<file path="config.mk">
export PLATFORM = sky130hd
export DESIGN_NAME = output_tile_scheduler
export DESIGN_NICKNAME = d
export VERILOG_FILES = /design/src/rtl/output_tile_scheduler_pkg.sv /design/src/rtl/output_tile_scheduler_tile_counter.sv /design/src/rtl/output_tile_scheduler.sv
export SDC_FILE = /design/constraint.sdc
export NUM_CORES = 1
export LEC_CHECK = 0
export BUFFER_PORTS_ARGS = -buffer_cell sky130_fd_sc_hd__buf_4
export CORE_AREA = 2 2 69 71
export DETAILED_ROUTE_END_ITERATION = 8
export DIE_AREA = 0 0 71 73
export PLACE_DENSITY = 0.7
export SLEW_MARGIN = 25
export SYNTH_ARGS = -nofsm -noshare
export SYNTH_HDL_FRONTEND = slang
export SYNTH_HIERARCHICAL = 1
export SYNTH_SLANG_ARGS = --single-unit
</file>
<file path="constraint.sdc">
create_clock -name clk -period 3.72 [get_ports clk]
set_input_delay 0.186 -clock clk [delete_from_list [all_inputs] [get_ports clk]]
set_output_delay 0.186 -clock clk [all_outputs]
set_load 0.005 [all_outputs]
</file>
<file path="src/rtl/output_tile_scheduler_pkg.sv">
// Shared definitions for the output tile scheduler: FSM states, tile-grid sizing
// and the edge-trimmed tile count helper also used by the input-side schedulers.
package output_tile_scheduler_pkg;

    typedef enum logic [2:0] {
        S_IDLE,
        S_ISSUE,
        S_ACK,
        S_RUN,
        S_FIN
    } state_e;

    // Tiles along one dimension (TM for rows, TN for columns).
    function automatic int tiles_per_dim(input int max_dim, input int sys_dim);
        return max_dim / sys_dim;
    endfunction

    // Index width needed to address every tile along one dimension.
    function automatic int tile_idx_w(input int max_dim, input int sys_dim);
        return $clog2(max_dim / sys_dim);
    endfunction

    // Size-minus-one of tile idx: the last tile keeps only the remainder of dim_m1.
    function automatic int unsigned tile_count_m1(input int unsigned dim_m1,
                                                  input int unsigned idx,
                                                  input int unsigned sys_log2);
        int unsigned mask;
        mask = (32'd1 << sys_log2) - 32'd1;
        return (idx == (dim_m1 >> sys_log2)) ? (dim_m1 & mask) : mask;
    endfunction

endpackage

</file>
<file path="src/rtl/output_tile_scheduler_tile_counter.sv">
// Row-major 2-D tile walker: holds the job dimensions, the current tile indices,
// their trimmed counts and the running write address.
module output_tile_scheduler_tile_counter
    import output_tile_scheduler_pkg::*;
#(
    parameter int DIM_R_W    = 7,
    parameter int DIM_C_W    = 7,
    parameter int CNT_R_W    = 4,
    parameter int CNT_C_W    = 4,
    parameter int ADDR_WIDTH = 8,
    parameter int ADDR_STEP  = 16
) (
    input  logic                          clk,
    input  logic                          reset,
    input  logic                          load_i,
    input  logic                          adv_i,
    input  logic [DIM_R_W-1:0]            rows_m1_i,
    input  logic [DIM_C_W-1:0]            cols_m1_i,
    input  logic [ADDR_WIDTH-1:0]         base_i,
    output logic [DIM_R_W-CNT_R_W-1:0]    row_o,
    output logic [DIM_C_W-CNT_C_W-1:0]    col_o,
    output logic [CNT_R_W-1:0]            nr_o,
    output logic [CNT_C_W-1:0]            nc_o,
    output logic [ADDR_WIDTH-1:0]         addr_o,
    output logic                          last_o
);
    localparam int IR_W = DIM_R_W - CNT_R_W;
    localparam int IC_W = DIM_C_W - CNT_C_W;

    logic [DIM_R_W-1:0]    rows_q, rows_d;
    logic [DIM_C_W-1:0]    cols_q, cols_d;
    logic [IR_W-1:0]       row_q, row_d;
    logic [IC_W-1:0]       col_q, col_d;
    logic [CNT_R_W-1:0]    nr_q, nr_d;
    logic [CNT_C_W-1:0]    nc_q, nc_d;
    logic [ADDR_WIDTH-1:0] addr_q, addr_d;
    logic [IR_W-1:0]       last_row;
    logic [IC_W-1:0]       last_col;

    assign last_row = rows_q[DIM_R_W-1:CNT_R_W];
    assign last_col = cols_q[DIM_C_W-1:CNT_C_W];

    always_comb begin
        rows_d = rows_q;
        cols_d = cols_q;
        row_d  = row_q;
        col_d  = col_q;
        addr_d = addr_q;
        if (load_i) begin
            rows_d = rows_m1_i;
            cols_d = cols_m1_i;
            row_d  = '0;
            col_d  = '0;
            addr_d = base_i;
        end else if (adv_i) begin
            if (col_q == last_col) begin
                col_d = '0;
                row_d = row_q + IR_W'(1);
            end else begin
                col_d = col_q + IC_W'(1);
            end
            addr_d = addr_q + ADDR_WIDTH'(ADDR_STEP);
        end
        // Counts are computed from the next indices so they register alongside them.
        nr_d = CNT_R_W'(tile_count_m1(32'(rows_d), 32'(row_d), CNT_R_W));
        nc_d = CNT_C_W'(tile_count_m1(32'(cols_d), 32'(col_d), CNT_C_W));
    end

    always_ff @(posedge clk or posedge reset) begin
        if (reset) begin
            rows_q <= '0;
            cols_q <= '0;
            row_q  <= '0;
            col_q  <= '0;
            nr_q   <= '0;
            nc_q   <= '0;
            addr_q <= '0;
        end else begin
            rows_q <= rows_d;
            cols_q <= cols_d;
            row_q  <= row_d;
            col_q  <= col_d;
            nr_q   <= nr_d;
            nc_q   <= nc_d;
            addr_q <= addr_d;
        end
    end

    assign row_o  = row_q;
    assign col_o  = col_q;
    assign nr_o   = nr_q;
    assign nc_o   = nc_q;
    assign addr_o = addr_q;
    assign last_o = (row_q == last_row) && (col_q == last_col);

endmodule

</file>
<file path="src/rtl/output_tile_scheduler.sv">
// Walks every systolic-array tile of the output matrix and hands each one to the
// output-store controller with a start / done(fall, rise) handshake.
module output_tile_scheduler
    import output_tile_scheduler_pkg::*;
#(
    parameter int MAX_OUT_ROWS = 128,
    parameter int MAX_OUT_COLS = 128,
    parameter int SYS_ARR_ROWS = 16,
    parameter int SYS_ARR_COLS = 16,
    parameter int ADDR_WIDTH   = 8
) (
    input  logic                                                     clk,
    input  logic                                                     reset,
    input  logic                                                     go,
    input  logic [$clog2(MAX_OUT_ROWS)-1:0]                          out_rows_m1,
    input  logic [$clog2(MAX_OUT_COLS)-1:0]                          out_cols_m1,
    input  logic [ADDR_WIDTH-1:0]                                    base_addr,
    input  logic                                                     activate_cfg,
    input  logic                                                     clear_cfg,
    output logic                                                     busy,
    output logic                                                     job_done,
    output logic                                                     oc_start,
    input  logic                                                     oc_done,
    output logic [$clog2(tiles_per_dim(MAX_OUT_ROWS, SYS_ARR_ROWS))-1:0] submat_row,
    output logic [$clog2(tiles_per_dim(MAX_OUT_COLS, SYS_ARR_COLS))-1:0] submat_col,
    output logic [$clog2(SYS_ARR_ROWS)-1:0]                          num_rows_read,
    output logic [$clog2(SYS_ARR_COLS)-1:0]                          num_cols_read,
    output logic [ADDR_WIDTH-1:0]                                    wr_base_addr,
    output logic                                                     activate,
    output logic                                                     clear_after
);
    localparam int DIM_R_W = $clog2(MAX_OUT_ROWS);
    localparam int DIM_C_W = $clog2(MAX_OUT_COLS);
    localparam int CNT_R_W = $clog2(SYS_ARR_ROWS);
    localparam int CNT_C_W = $clog2(SYS_ARR_COLS);

    state_e state_q;
    logic   busy_q, job_done_q, oc_start_q, activate_q, clear_q;
    logic   load, adv, last_tile;

    assign load = (state_q == S_IDLE) && go;
    assign adv  = (state_q == S_RUN) && oc_done && !last_tile;

    output_tile_scheduler_tile_counter #(
        .DIM_R_W    (DIM_R_W),
        .DIM_C_W    (DIM_C_W),
        .CNT_R_W    (CNT_R_W),
        .CNT_C_W    (CNT_C_W),
        .ADDR_WIDTH (ADDR_WIDTH),
        .ADDR_STEP  (SYS_ARR_ROWS)
    ) u_tile_counter (
        .clk       (clk),
        .reset     (reset),
        .load_i    (load),
        .adv_i     (adv),
        .rows_m1_i (out_rows_m1),
        .cols_m1_i (out_cols_m1),
        .base_i    (base_addr),
        .row_o     (submat_row),
        .col_o     (submat_col),
        .nr_o      (num_rows_read),
        .nc_o      (num_cols_read),
        .addr_o    (wr_base_addr),
        .last_o    (last_tile)
    );

    always_ff @(posedge clk or posedge reset) begin
        if (reset) begin
            state_q    <= S_IDLE;
            busy_q     <= 1'b0;
            job_done_q <= 1'b0;
            oc_start_q <= 1'b0;
            activate_q <= 1'b0;
            clear_q    <= 1'b0;
        end else begin
            case (state_q)
                S_IDLE: if (go) begin
                    state_q    <= S_ISSUE;
                    busy_q     <= 1'b1;
                    oc_start_q <= 1'b1;
                    activate_q <= activate_cfg;
                    clear_q    <= clear_cfg;
                end
                S_ISSUE: begin
                    oc_start_q <= 1'b0;
                    state_q    <= S_ACK;
                end
                // Low done means the controller has taken the start.
                S_ACK: if (!oc_done) state_q <= S_RUN;
                S_RUN: if (oc_done) begin
                    if (last_tile) begin
                        state_q    <= S_FIN;
                        job_done_q <= 1'b1;
                    end else begin
                        state_q    <= S_ISSUE;
                        oc_start_q <= 1'b1;
                    end
                end
                S_FIN: begin
                    job_done_q <= 1'b0;
                    busy_q     <= 1'b0;
                    state_q    <= S_IDLE;
                end
                default: state_q <= S_IDLE;
            endcase
        end
    end

    assign busy        = busy_q;
    assign job_done    = job_done_q;
    assign oc_start    = oc_start_q;
    assign activate    = activate_q;
    assign clear_after = clear_q;

endmodule

</file>
# Word level (Yosys, flattened, before mapping)
# Index checks and enable logic that the tools add are counted.
# word_totals
ramBits,0
reg_bits,44
latch_bits,0
mem_count,0
wordCells,69
romBits,0
out_inout_bits,27
in_bits,28
# classes
n_reduce_logical,15
n_eq_ne,13
add_sub_neg,3
shifts,0
mul,0
magnitude_cmp,0
div_mod_pow,0
bitwise,0
muxes,25
# op_table
op,n
$mux W3,10
$mux W8,2
$mux W7,2
$eq A3 B3 Y1,4
$pmux W3 S4,1
$ne A2 B2 Y1 const B,5
$add A8 B5 Y8 const B,1
$mux W4,2
$add A3 B1 Y3 const B,2
$eq A3 B2 Y1 const B,2
$reduce_and A3 Y1,2
$reduce_bool A2 Y1,3
$mux W1,5
$logic_and A1 B1 Y1,4
$pmux W1 S2,2
$reduce_and A2 Y1,2
$reduce_and A4 Y1,1
$eq A3 B1 Y1 const B,1
$eq A3 B3 Y1 const B,1
$logic_not A3 Y1,1
$pmux W1 S3,1
$reduce_bool A3 Y1,1
$logic_not A1 Y1,1

# Longest topological paths before layout
# Gate-level depths: netlist (run 1).
# depth
depth_word,8
ltp_mapped,11
ltp_nobuf,10

# Modules after synthesis
# The synthesis (run 1) kept the hierarchy.
# by_module_without_submodules
mod,seq_area_each_um2,cells_per_inst,area_per_inst_um2,instances
output_tile_scheduler_tile_counter,900.9,146,1750.4,1
output_tile_scheduler,200.2,32,366.6,1

# Least setup slack after synthesis (run 1)
# Ideal clock, no wire load.
# synth_path
path_type,register to register
startpoint,"register u_tile_counter.col_q[0], in the netlist u_tile_counter/col_o[0]"
endpoint,"register u_tile_counter.nr_q[2], in the netlist u_tile_counter/nr_o[2]"
synth_period_minus_slack_ns,2.735
setup_ns,0.141
path_stages_with_launch,11
setup_slack_ns,0.985
arrival_time_ns,2.594
t_required_ns,3.579
n_path_buf,0
path_cell_list,dfrtp_1 xor2_2 nor2_1 nand2_1 nor4_1 nor3_1 inv_2 nor4_4 mux2i_1 xnor2_1 nand4b_1
# synth_via
elab_chain_cells,8
word_cells_on_any_way,9
classes_between,2 x eq/ne; 4 x mux; 3 x reduce/logical
# synth_rtl
element,line_no,rtl
"start, declared",output_tile_scheduler_tile_counter.sv:33,"logic [IC_W-1:0] col_q, col_d;"
"start signal, assigned",output_tile_scheduler_tile_counter.sv:82,col_q <= col_d;
$eq A3 B3 Y1,output_tile_scheduler_tile_counter.sv:94,assign last_o = (row_q == last_row) && (col_q == last_col);
$logic_and A1 B1 Y1,output_tile_scheduler_tile_counter.sv:94,
named net last_tile,output_tile_scheduler.sv:39,"logic load, adv, last_tile;"
$logic_not A1 Y1,output_tile_scheduler.sv:42,assign adv = (state_q == S_RUN) && oc_done && !last_tile;
$logic_and A1 B1 Y1,output_tile_scheduler.sv:42,
named net adv,output_tile_scheduler.sv:39,
$mux W3,output_tile_scheduler_tile_counter.sv:55,end else if (adv_i) begin
$mux W3,output_tile_scheduler_tile_counter.sv:49,if (load_i) begin
named net u_tile_counter.row_d[1],output_tile_scheduler_tile_counter.sv:32,"logic [IR_W-1:0] row_q, row_d;"
$eq A3 B3 Y1,output_tile_scheduler_pkg.sv:29,return (idx == (dim_m1 >> sys_log2)) ? (dim_m1 & mask) : mask;
$mux W4,output_tile_scheduler_pkg.sv:29,
named net u_tile_counter.nr_d[2],output_tile_scheduler_tile_counter.sv:34,"logic [CNT_R_W-1:0] nr_q, nr_d;"
"end signal, assigned",output_tile_scheduler_tile_counter.sv:83,nr_q <= nr_d;
"end, declared",output_tile_scheduler_tile_counter.sv:34,
# The timed path passes the listed nets, and every way through them passes these cells.
# A chain may end at the register's enable or synchronous reset.

# Final worst setup path (run 1)
# layout_path
startpoint,"register u_tile_counter.col_q[0], in the netlist u_tile_counter/col_o[0]"
endpoint,"register u_tile_counter.nc_q[2], in the netlist u_tile_counter/nc_o[2]"
# layout_via
elab_chain_cells,8
word_cells_on_any_way,10
classes_between,1 x add/sub; 2 x eq/ne; 4 x mux; 3 x reduce/logical
# layout_rtl
element,line_no,rtl
$eq A3 B3 Y1,output_tile_scheduler_tile_counter.sv:94,
$logic_and A1 B1 Y1,output_tile_scheduler_tile_counter.sv:94,
named net last_tile,output_tile_scheduler.sv:39,
$logic_not A1 Y1,output_tile_scheduler.sv:42,
$logic_and A1 B1 Y1,output_tile_scheduler.sv:42,
named net adv,output_tile_scheduler.sv:39,
$mux W3,output_tile_scheduler_tile_counter.sv:55,
$mux W3,output_tile_scheduler_tile_counter.sv:49,
$eq A3 B3 Y1,output_tile_scheduler_pkg.sv:29,
$mux W4,output_tile_scheduler_pkg.sv:29,
named net u_tile_counter.nc_d[2],output_tile_scheduler_tile_counter.sv:35,"logic [CNT_C_W-1:0] nc_q, nc_d;"
"end signal, assigned",output_tile_scheduler_tile_counter.sv:84,nc_q <= nc_d;
"end, declared",output_tile_scheduler_tile_counter.sv:35,
# The timed path passes the listed nets, and every way through them passes these cells.

==> insert_results.sql, run 1 <==
INSERT INTO impl_metrics (metric_group, metric, value, unit) VALUES
('outcome', 'outcome', 'completed', ''),
('sta', 'tns', '0', 'ns'),
('sta', 'worst_pin_slew', '0.674', 'ns'),
('synth', 'yosys_warnings', '6', ''),
('route', 'drtPass1Iterations', '4', ''),
('synth', 'synth.cell_area', '2120', 'µm²'),
('sta', 'layout_worst_path_cycle_share', '79.5', '%'),
('sta', 'setup-violations-final', '0', ''),
('worst_setup_path', 'worstPathRequired', '3.96', 'ns'),
('worst_setup_path', 'critical_path.endpoint_type', 'flip-flop', ''),
('cts', 'cts.path.max_buffers', '2', ''),
('worst_setup_path', 'r2r_slack', '0.76', 'ns'),
('flow_run', 'max_cap_viol_count', '0', ''),
('cts', 'cts_inserted_buffers', '5', ''),
('worst_setup_path', 'timing.rr.start', 'u_tile_counter/col_o[0]$_DFF_PP0_', ''),
('synth', 'yosys-top-cells-area', 'sky130_fd_sc_hd__dfrtp_1 (52%), sky130_fd_sc_hd__mux2_2 (6.9%), sky130_fd_sc_hd__mux2_1 (3.7%), sky130_fd_sc_hd__xnor2_1 (3.7%), sky130_fd_sc_hd__nand2_1 (2.8%)', ''),
('worst_hold_path', 'worstHoldPathType', 'input pin to flip-flop', ''),
('placed_design', 'input_output_buffers', '54', ''),
('cts', 'cts_htree_levels', '2', ''),
('sta', 'maxSlewViolCount', '0', ''),
('finish', 'diodes_inserted', '0', ''),
('worst_setup_path', 'crit_path_start_kind', 'flip-flop', ''),
('route', 'wl_per_cell', '14.2', 'µm'),
('global_routing', 'grt_pass1_wl', '7.06', 'mm'),
('sta', 'fin_skew', '0.00470', 'ns'),
('sta', 'slew_headroom', '54.6', '%'),
('placed_design', 'dp_hpwl', '3.08', 'mm'),
('cts', 'clock_sink_count', '44', ''),
('cts', 'cts.clk_slew.worst_paths', '0.08', 'ns'),
('die', 'die_outline_area', '5180', 'µm²'),
('worst_setup_path', 'ff2ff_path_depth', '10', ''),
('finish', 'layout.cells.non_filler', '292', ''),
('synth', 'synth_sequential_area_ratio', '52.0', '%'),
('sta', 'rsz0062_at_grt', 'no', ''),
('worst_setup_path', 'setup.worst_path.end', 'u_tile_counter/nc_o[2]$_DFF_PP0_', ''),
('synth', 'synthesis.nets', '209', ''),
('global_routing', 'grt_usage', '17.7', '%'),
('placed_design', 'finalWeightedCongestion', '0.782', ''),
('placed_design', 'placedCellCount', '283', ''),
('pwr', 'leakage', '1.19', 'nW'),
('pwr', 'ir_worst_vdd', '0.365', 'mV'),
('die', 'rows', '25', ''),
('cts', 'clock_insertion_delay_worst_skew', '0.30', 'ns'),
('synth', 'post_synth_num_cell_types', '40', ''),
('finish', 'fillers', '399', ''),
('die', 'chipHeight', '73', 'µm'),
('die', 'die_span_in_x', '71', 'µm'),
('global_routing', 'vias_in_the_first_global_route', '1563', ''),
('global_routing', 'number_of_antenna_violations_at_the_first_check_in_global_routing', '0', ''),
('sta', 'fmax', '0.338', 'GHz'),
('die', 'initial_core_utilization', '46.7', '%'),
('finish', 'final_nets', '268', ''),
('worst_setup_path', 'rr_endpoint', 'u_tile_counter/nc_o[2]$_DFF_PP0_', ''),
('finish', 'final_layout_size_suffix_gt1_share', '37.0', '%'),
('route', 'dr.first_iter.drc_count', '54', ''),
('cts', 'tritoncts', 'yes', ''),
('worst_setup_path', 'path_type_of_the_worst_setup_path', 'flip-flop to flip-flop', ''),
('synth', 'synth.largest_area_cell', 'sky130_fd_sc_hd__dfrtp_1', ''),
('pwr', 'total_power_divided_by_cell_area', '807', 'nW/µm²'),
('finish', 'layout.cells.most_common_list', 'sky130_fd_sc_hd__buf_4 (58), sky130_fd_sc_hd__dfrtp_1 (44), sky130_fd_sc_hd__nand2_1 (16)', ''),
('route', 'drt.antenna.violating_nets', '0', ''),
('cts', 'root_buffer', 'sky130_fd_sc_hd__clkbuf_8', ''),
('synth', 'post_synth.cell_area_avg', '11.9', 'µm²'),
('global_routing', 'grt_start_max_net_pins', '37', ''),
('worst_setup_path', 'critPathMaxFanout', '15', ''),
('synth', 'netlist_instances', '178', ''),
('synth', 'synth.ff_latch_count', '44', ''),
('die', 'core_area', '4540', 'µm²'),
('sta', 'finalHoldWorstSlack', '0.0924', 'ns'),
('finish', 'area_growth', '27.2', '%'),
('cts', 'post_cts_setup_buffers', '0', '');
[what timing repair did]
| action | 4_1_cts | 5_1_grt |
|---|---|---|
| hold buffers | 1 | 0 |
| resized for setup | 0 | 0 |
| hold endpoints to repair | 8 | 0 |
[layout make-up]
| class | count | area (µm²) | share of cell area [%] |
|---|---|---|---|
| multi-input cells | 123 | 967 | 35.9 |
| flip-flops and latches | 44 | 1100 | 40.9 |
| clock inverters | 2 | 15.0 | 0.557 |
| clock buffers | 6 | 82.6 | 3.07 |
| repair buffers | 59 | 445 | 16.5 |
| well taps | 54 | 67.6 | 2.51 |
| inverters | 4 | 15.0 | 0.557 |
[metal layers]
| layer | GRT usage [%] | wire length [µm] |
|---|---|---|
| met5 | 0 | 0 |
| met4 | 8.39 | 101 |
| met3 | 5.94 | 267 |
| met2 | 28.7 | 1990 |
| met1 | 21.5 | 1780 |
[power breakdown]
part	leakage [nW]	switching (mW)	total, mW	internal (mW)
clock network	0.0434	0.163	0.313	0.150
registers	0.504	0.171	0.870	0.699
logic	0.639	0.458	0.991	0.533
[critical path, cell delays in order, from the launching register on]
cell	delay, ns
sky130_fd_sc_hd__dfrtp_1	0.48
sky130_fd_sc_hd__xor2_2	0.26
sky130_fd_sc_hd__nor2_1	0.17
sky130_fd_sc_hd__nand2_1	0.11
sky130_fd_sc_hd__nor4_1	0.63
sky130_fd_sc_hd__nor3_2	0.09
sky130_fd_sc_hd__buf_4	0.22
sky130_fd_sc_hd__a311o_1	0.32
sky130_fd_sc_hd__o22a_1	0.19
sky130_fd_sc_hd__a221o_1	0.33
sky130_fd_sc_hd__nand3b_1	0.10
[kinds of logic (layout without fill, tap and decap cells)]
kind of cell / after synthesis / in the layout / share of synthesized area [%]
flip-flops: 44 / 44 / 52.0
AND/OR/NAND/NOR: 58 / 58 / 17.0
XOR/XNOR: 16 / 16 / 7.33
adder cells (fa/ha/maj): 3 / 3 / 1.77
multiplexers: 25 / 25 / 13.0
AO/OA/AOI/OAI: 21 / 21 / 6.38
buffers and inverters: 11 / 71 / 2.54
[metrics by stage]
| step | util [%] | area [µm²] | setup slack (ns) | power (mW) |
|---|---|---|---|---|
| floorplan | - | 2120 | 0.985 | 1.50 |
| finish | 59.4 | 2690 | 0.761 | 2.17 |
| global route | 59.4 | 2690 | 0.441 | 2.36 |
| CTS | 59.4 | 2690 | 0.811 | 2.20 |
| global placement | 57.0 | 2590 | 0.905 | 1.87 |
| detailed placement | 57.0 | 2590 | 0.838 | 1.87 |
[synthesized netlist by cell type, drive strengths merged]
library cell / number
mux2: 20
o22a: 2
o22ai: 1
nand4b: 1
a2bb2oi: 1
buf: 5
a311o: 1
xnor2: 9
mux2i: 5
or2: 1
inv: 4
dfrtp: 44
o21ai: 6
nor3b: 6
nor4b: 1
nor2b: 3
and2: 1
ha: 3
nor3: 3
nor2: 7
a221o: 1
nor4: 3
nand2: 16
xor2: 7
nand3: 4
a21oi: 6
a211oi: 1
nand3b: 6
a21o: 2
and4bb: 1
nand2b: 4
nand4: 1
clkbuf: 2
[state kept, by name, indices dropped and copies added, names as in the netlist]
register and cells:
u_tile_counter/col_o 3, u_tile_counter/addr_o 8, state_q 3, oc_start 1, busy 1, u_tile_counter/row_o 3, clear_after 1, u_tile_counter/nr_o 4
job_done 1, activate 1, u_tile_counter/cols_q 7, u_tile_counter/nc_o 4, u_tile_counter/rows_q 7
[worst min-delay path by stage]
| stage | from | end | slack, ns | cells after the start |
|---|---|---|---|---|
| 2_1_floorplan | reset | activate$_DFFE_PP0P_ | 0.002 | 1 |
| 3_3_place_gp | reset | clear_after$_DFFE_PP0P_ | 0.16 | 2 |
| 3_5_place_dp | reset | clear_after$_DFFE_PP0P_ | 0.17 | 2 |
| 4_1_cts | base_addr[5] | u_tile_counter/addr_o[5]$_DFFE_PP0N_ | 0.08 | 3 |
| 5_1_grt | base_addr[1] | u_tile_counter/addr_o[1]$_DFFE_PP0P_ | 0.08 | 2 |
| 6_report | base_addr[5] | u_tile_counter/addr_o[5]$_DFFE_PP0N_ | 0.09 | 3 |
Note: power is estimated with default switching activity, not from simulation.
==> run 2, diff against run 1 <==
clock period = 3 ns   (was 3.72 ns; I/O delays follow)
==> run 2 against run 1 <==
  * Routed wire length shrank 3.1%
  * Register-to-register slack lost 0.49 ns
  * Largest cell class unchanged
  * Critical path depth is the same
==> insert_results.sql, run 2 (synthesized netlist as in run 1, its figures left out) <==
INSERT INTO impl_metrics (metric_group, metric, value, unit) VALUES
('worst_setup_path', 'r2r_slack', '0.27', 'ns'),
('worst_setup_path', 'worst-endpoint-arrival', '2.95', 'ns'),
('sta', 'rsz0062_at_grt', 'no', ''),
('route', 'route.final.wire_length', '4.02', 'mm'),
('global_routing', 'grt_pass1_wl', '6.73', 'mm'),
('die', 'chipHeight', '73', 'µm'),
('global_routing', 'grt_start_max_net_pins', '44', ''),
('cts', 'cts_htree_levels', '2', ''),
('finish', 'max_ffs_per_register', '8', ''),
('route', 'drt.antenna.violating_nets', '0', ''),
('sta', 'layout_worst_path_cycle_share', '91.0', '%'),
('sta', 'timing.final.ws_setup', '0.269', 'ns'),
('cts', 'cts.path.max_buffers', '2', ''),
('die', 'top_level_ports', '55', ''),
('sta', 'timing_hold_violations_final', '0', ''),
('cts', 'clock_sink_count', '44', ''),
('placed_design', 'dp_hpwl', '2.94', 'mm'),
('cts', 'tritoncts', 'yes', ''),
('global_routing', 'vias_in_the_first_global_route', '1540', ''),
('placed_design', 'finalWeightedCongestion', '0.895', ''),
('die', 'die_outline_area', '5180', 'µm²'),
('finish', 'area_growth', '29.4', '%'),
('finish', 'sequential_cell_area', '1100', 'µm²'),
('worst_setup_path', 'timing.critical_path.from', 'u_tile_counter/col_o[0]$_DFF_PP0_', ''),
('flow_run', 'max_cap_viol_count', '0', ''),
('worst_setup_path', 'worstPathCellList', 'xor2_2, nor2_1, nand2_1, nor4_1, nor3_2, buf_4, a311o_1, o22a_1, a221o_1, nand3b_1', ''),
('worst_setup_path', 'critical-path-top-delay-family', 'simple AND/OR/NAND/NOR gates', ''),
('route', 'vias', '1539', ''),
('global_routing', 'number_of_antenna_violations_at_the_first_check_in_global_routing', '0', ''),
('finish', 'final_common_cell', 'sky130_fd_sc_hd__buf_4', ''),
('worst_setup_path', 'crit_buf_inv', '1', ''),
('worst_setup_path', 'critPathMaxFanout', '14', ''),
('cts', 'clock_insertion_delay_worst_skew', '0.29', 'ns'),
('worst_setup_path', 'cpPeakStageDelay', '0.46', 'ns'),
('route', 'drtPass1Iterations', '4', ''),
('sta', 'maxSlewViolCount', '0', ''),
('global_routing', 'grt_usage', '16.5', '%'),
('placed_design', 'placement.setup.worst_slack', '0.289', 'ns'),
('cts', 'post_cts_setup_buffers', '0', ''),
('cts', 'cts_inserted_buffers', '5', ''),
('worst_setup_path', 'critical_path.endpoint_type', 'flip-flop', ''),
('pwr', 'total_power_divided_by_cell_area', '1010', 'nW/µm²'),
('die', 'die_span_in_x', '71', 'µm'),
('sta', 'setup-violations-final', '0', ''),
('global_routing', 'globalRouteOverflowTotal', '0', ''),
('finish', 'layout.cells.most_common_list', 'sky130_fd_sc_hd__buf_4 (59), sky130_fd_sc_hd__dfrtp_1 (44), sky130_fd_sc_hd__nand2_1 (16)', ''),
('sta', 'tns', '0', 'ns'),
('pwr', 'leakage', '1.21', 'nW'),
('worst_hold_path', 'worstHoldStart', 'out_cols_m1[6]', ''),
('finish', 'fillers', '391', ''),
('pwr', 'ir_worst_vdd', '0.540', 'mV'),
('placed_design', 'input_output_buffers', '54', ''),
('route', 'wl_per_cell', '13.7', 'µm'),
('cts', 'root_buffer', 'sky130_fd_sc_hd__clkbuf_8', ''),
('worst_setup_path', 'worstPathRequired', '3.22', 'ns'),
('outcome', 'outcome', 'completed', ''),
('worst_hold_path', 'worstHoldPathType', 'input pin to flip-flop', ''),
('finish', 'final_layout_size_suffix_gt1_share', '37.5', '%'),
('worst_setup_path', 'timing.rr.start', 'u_tile_counter/col_o[0]$_DFF_PP0_', ''),
('finish', 'diodes_inserted', '0', ''),
('die', 'initial_core_utilization', '46.7', '%'),
('route', 'detail_route.vias_per_cell', '5.23', ''),
('sta', 'fin_skew', '0.0113', 'ns'),
('finish', 'final_nets', '270', ''),
('sta', 'slew_headroom', '69.9', '%'),
('die', 'rows', '25', ''),
('die', 'core_area', '4540', 'µm²'),
('route', 'dr.first_iter.drc_count', '41', ''),
('worst_setup_path', 'crit_slowest_cell', 'sky130_fd_sc_hd__nor4_1', ''),
('worst_setup_path', 'crit_path_start_kind', 'flip-flop', ''),
('cts', 'cts.clk_slew.worst_paths', '0.09', 'ns'),
('sta', 'timing.final.crit_period', '2.73', 'ns'),
('route', 'drc_errors', '0', ''),
('sta', 'worst_pin_slew', '0.448', 'ns'),
('finish', 'multi_input_comb_area', '967', 'µm²'),
('sta', 'fmax', '0.366', 'GHz'),
('worst_setup_path', 'path_type_of_the_worst_setup_path', 'flip-flop to flip-flop', '');
run 2: per-stage QoR:
step           utilization [%]  cells  hold slack (ns)  total power, mW  instance area (µm²)
2_1_floorplan                -    178          -0.0343             1.86                 2120
3_3_place_gp              57.6    285            0.125             2.32                 2610
3_5_place_dp              57.6    285            0.126             2.34                 2610
4_1_cts                   60.4    294           0.0595             2.81                 2740
5_1_grt                   60.4    294           0.0501             2.97                 2740
6_report                  60.4    294           0.0695             2.77                 2740
run 2: what timing repair did:
item,in CTS,in global routing
gates resized for setup,0,0
endpoints found under the hold margin,44,0
setup endpoints to repair,0,0
hold buffers,1,0
run 2: report_power, final:
part | total [mW] | internal (mW) | switching, mW
clock network | 0.453 | 0.251 | 0.202
logic | 1.26 | 0.678 | 0.578
registers | 1.06 | 0.866 | 0.194
run 2: worst paths after layout:
check / to / cells past startpoint
max reg2reg: u_tile_counter/nc_o[2]$_DFF_PP0_ / 10
min in group asynchronous: state_q[1]$_DFFE_PP0P_ / 3
min reg2reg: u_tile_counter/addr_o[3]$_DFFE_PP0P_ / 1
max: u_tile_counter/nc_o[2]$_DFF_PP0_ / 10
min: u_tile_counter/cols_q[6]$_DFF_PP0_ / 2
max in group asynchronous: u_tile_counter/cols_q[3]$_DFF_PP0_ / 4
run 2: final cells by class:
type | count | area share [%]
Multi-Input combinational cell | 123 | 35.3
Timing Repair Buffer | 61 | 17.3
Inverter | 4 | 0.548
Clock inverter | 3 | 1.69
Tap cell | 54 | 2.47
Sequential cell | 44 | 40.2
Clock buffer | 5 | 2.51
run 2: routing by layer:
layer | global-route usage (%) | part of all wire [%]
met1 | 20.1 | 44
met4 | 4.40 | 0.62
met2 | 29.2 | 50
met3 | 4.28 | 5.9
met5 | 0 | 0
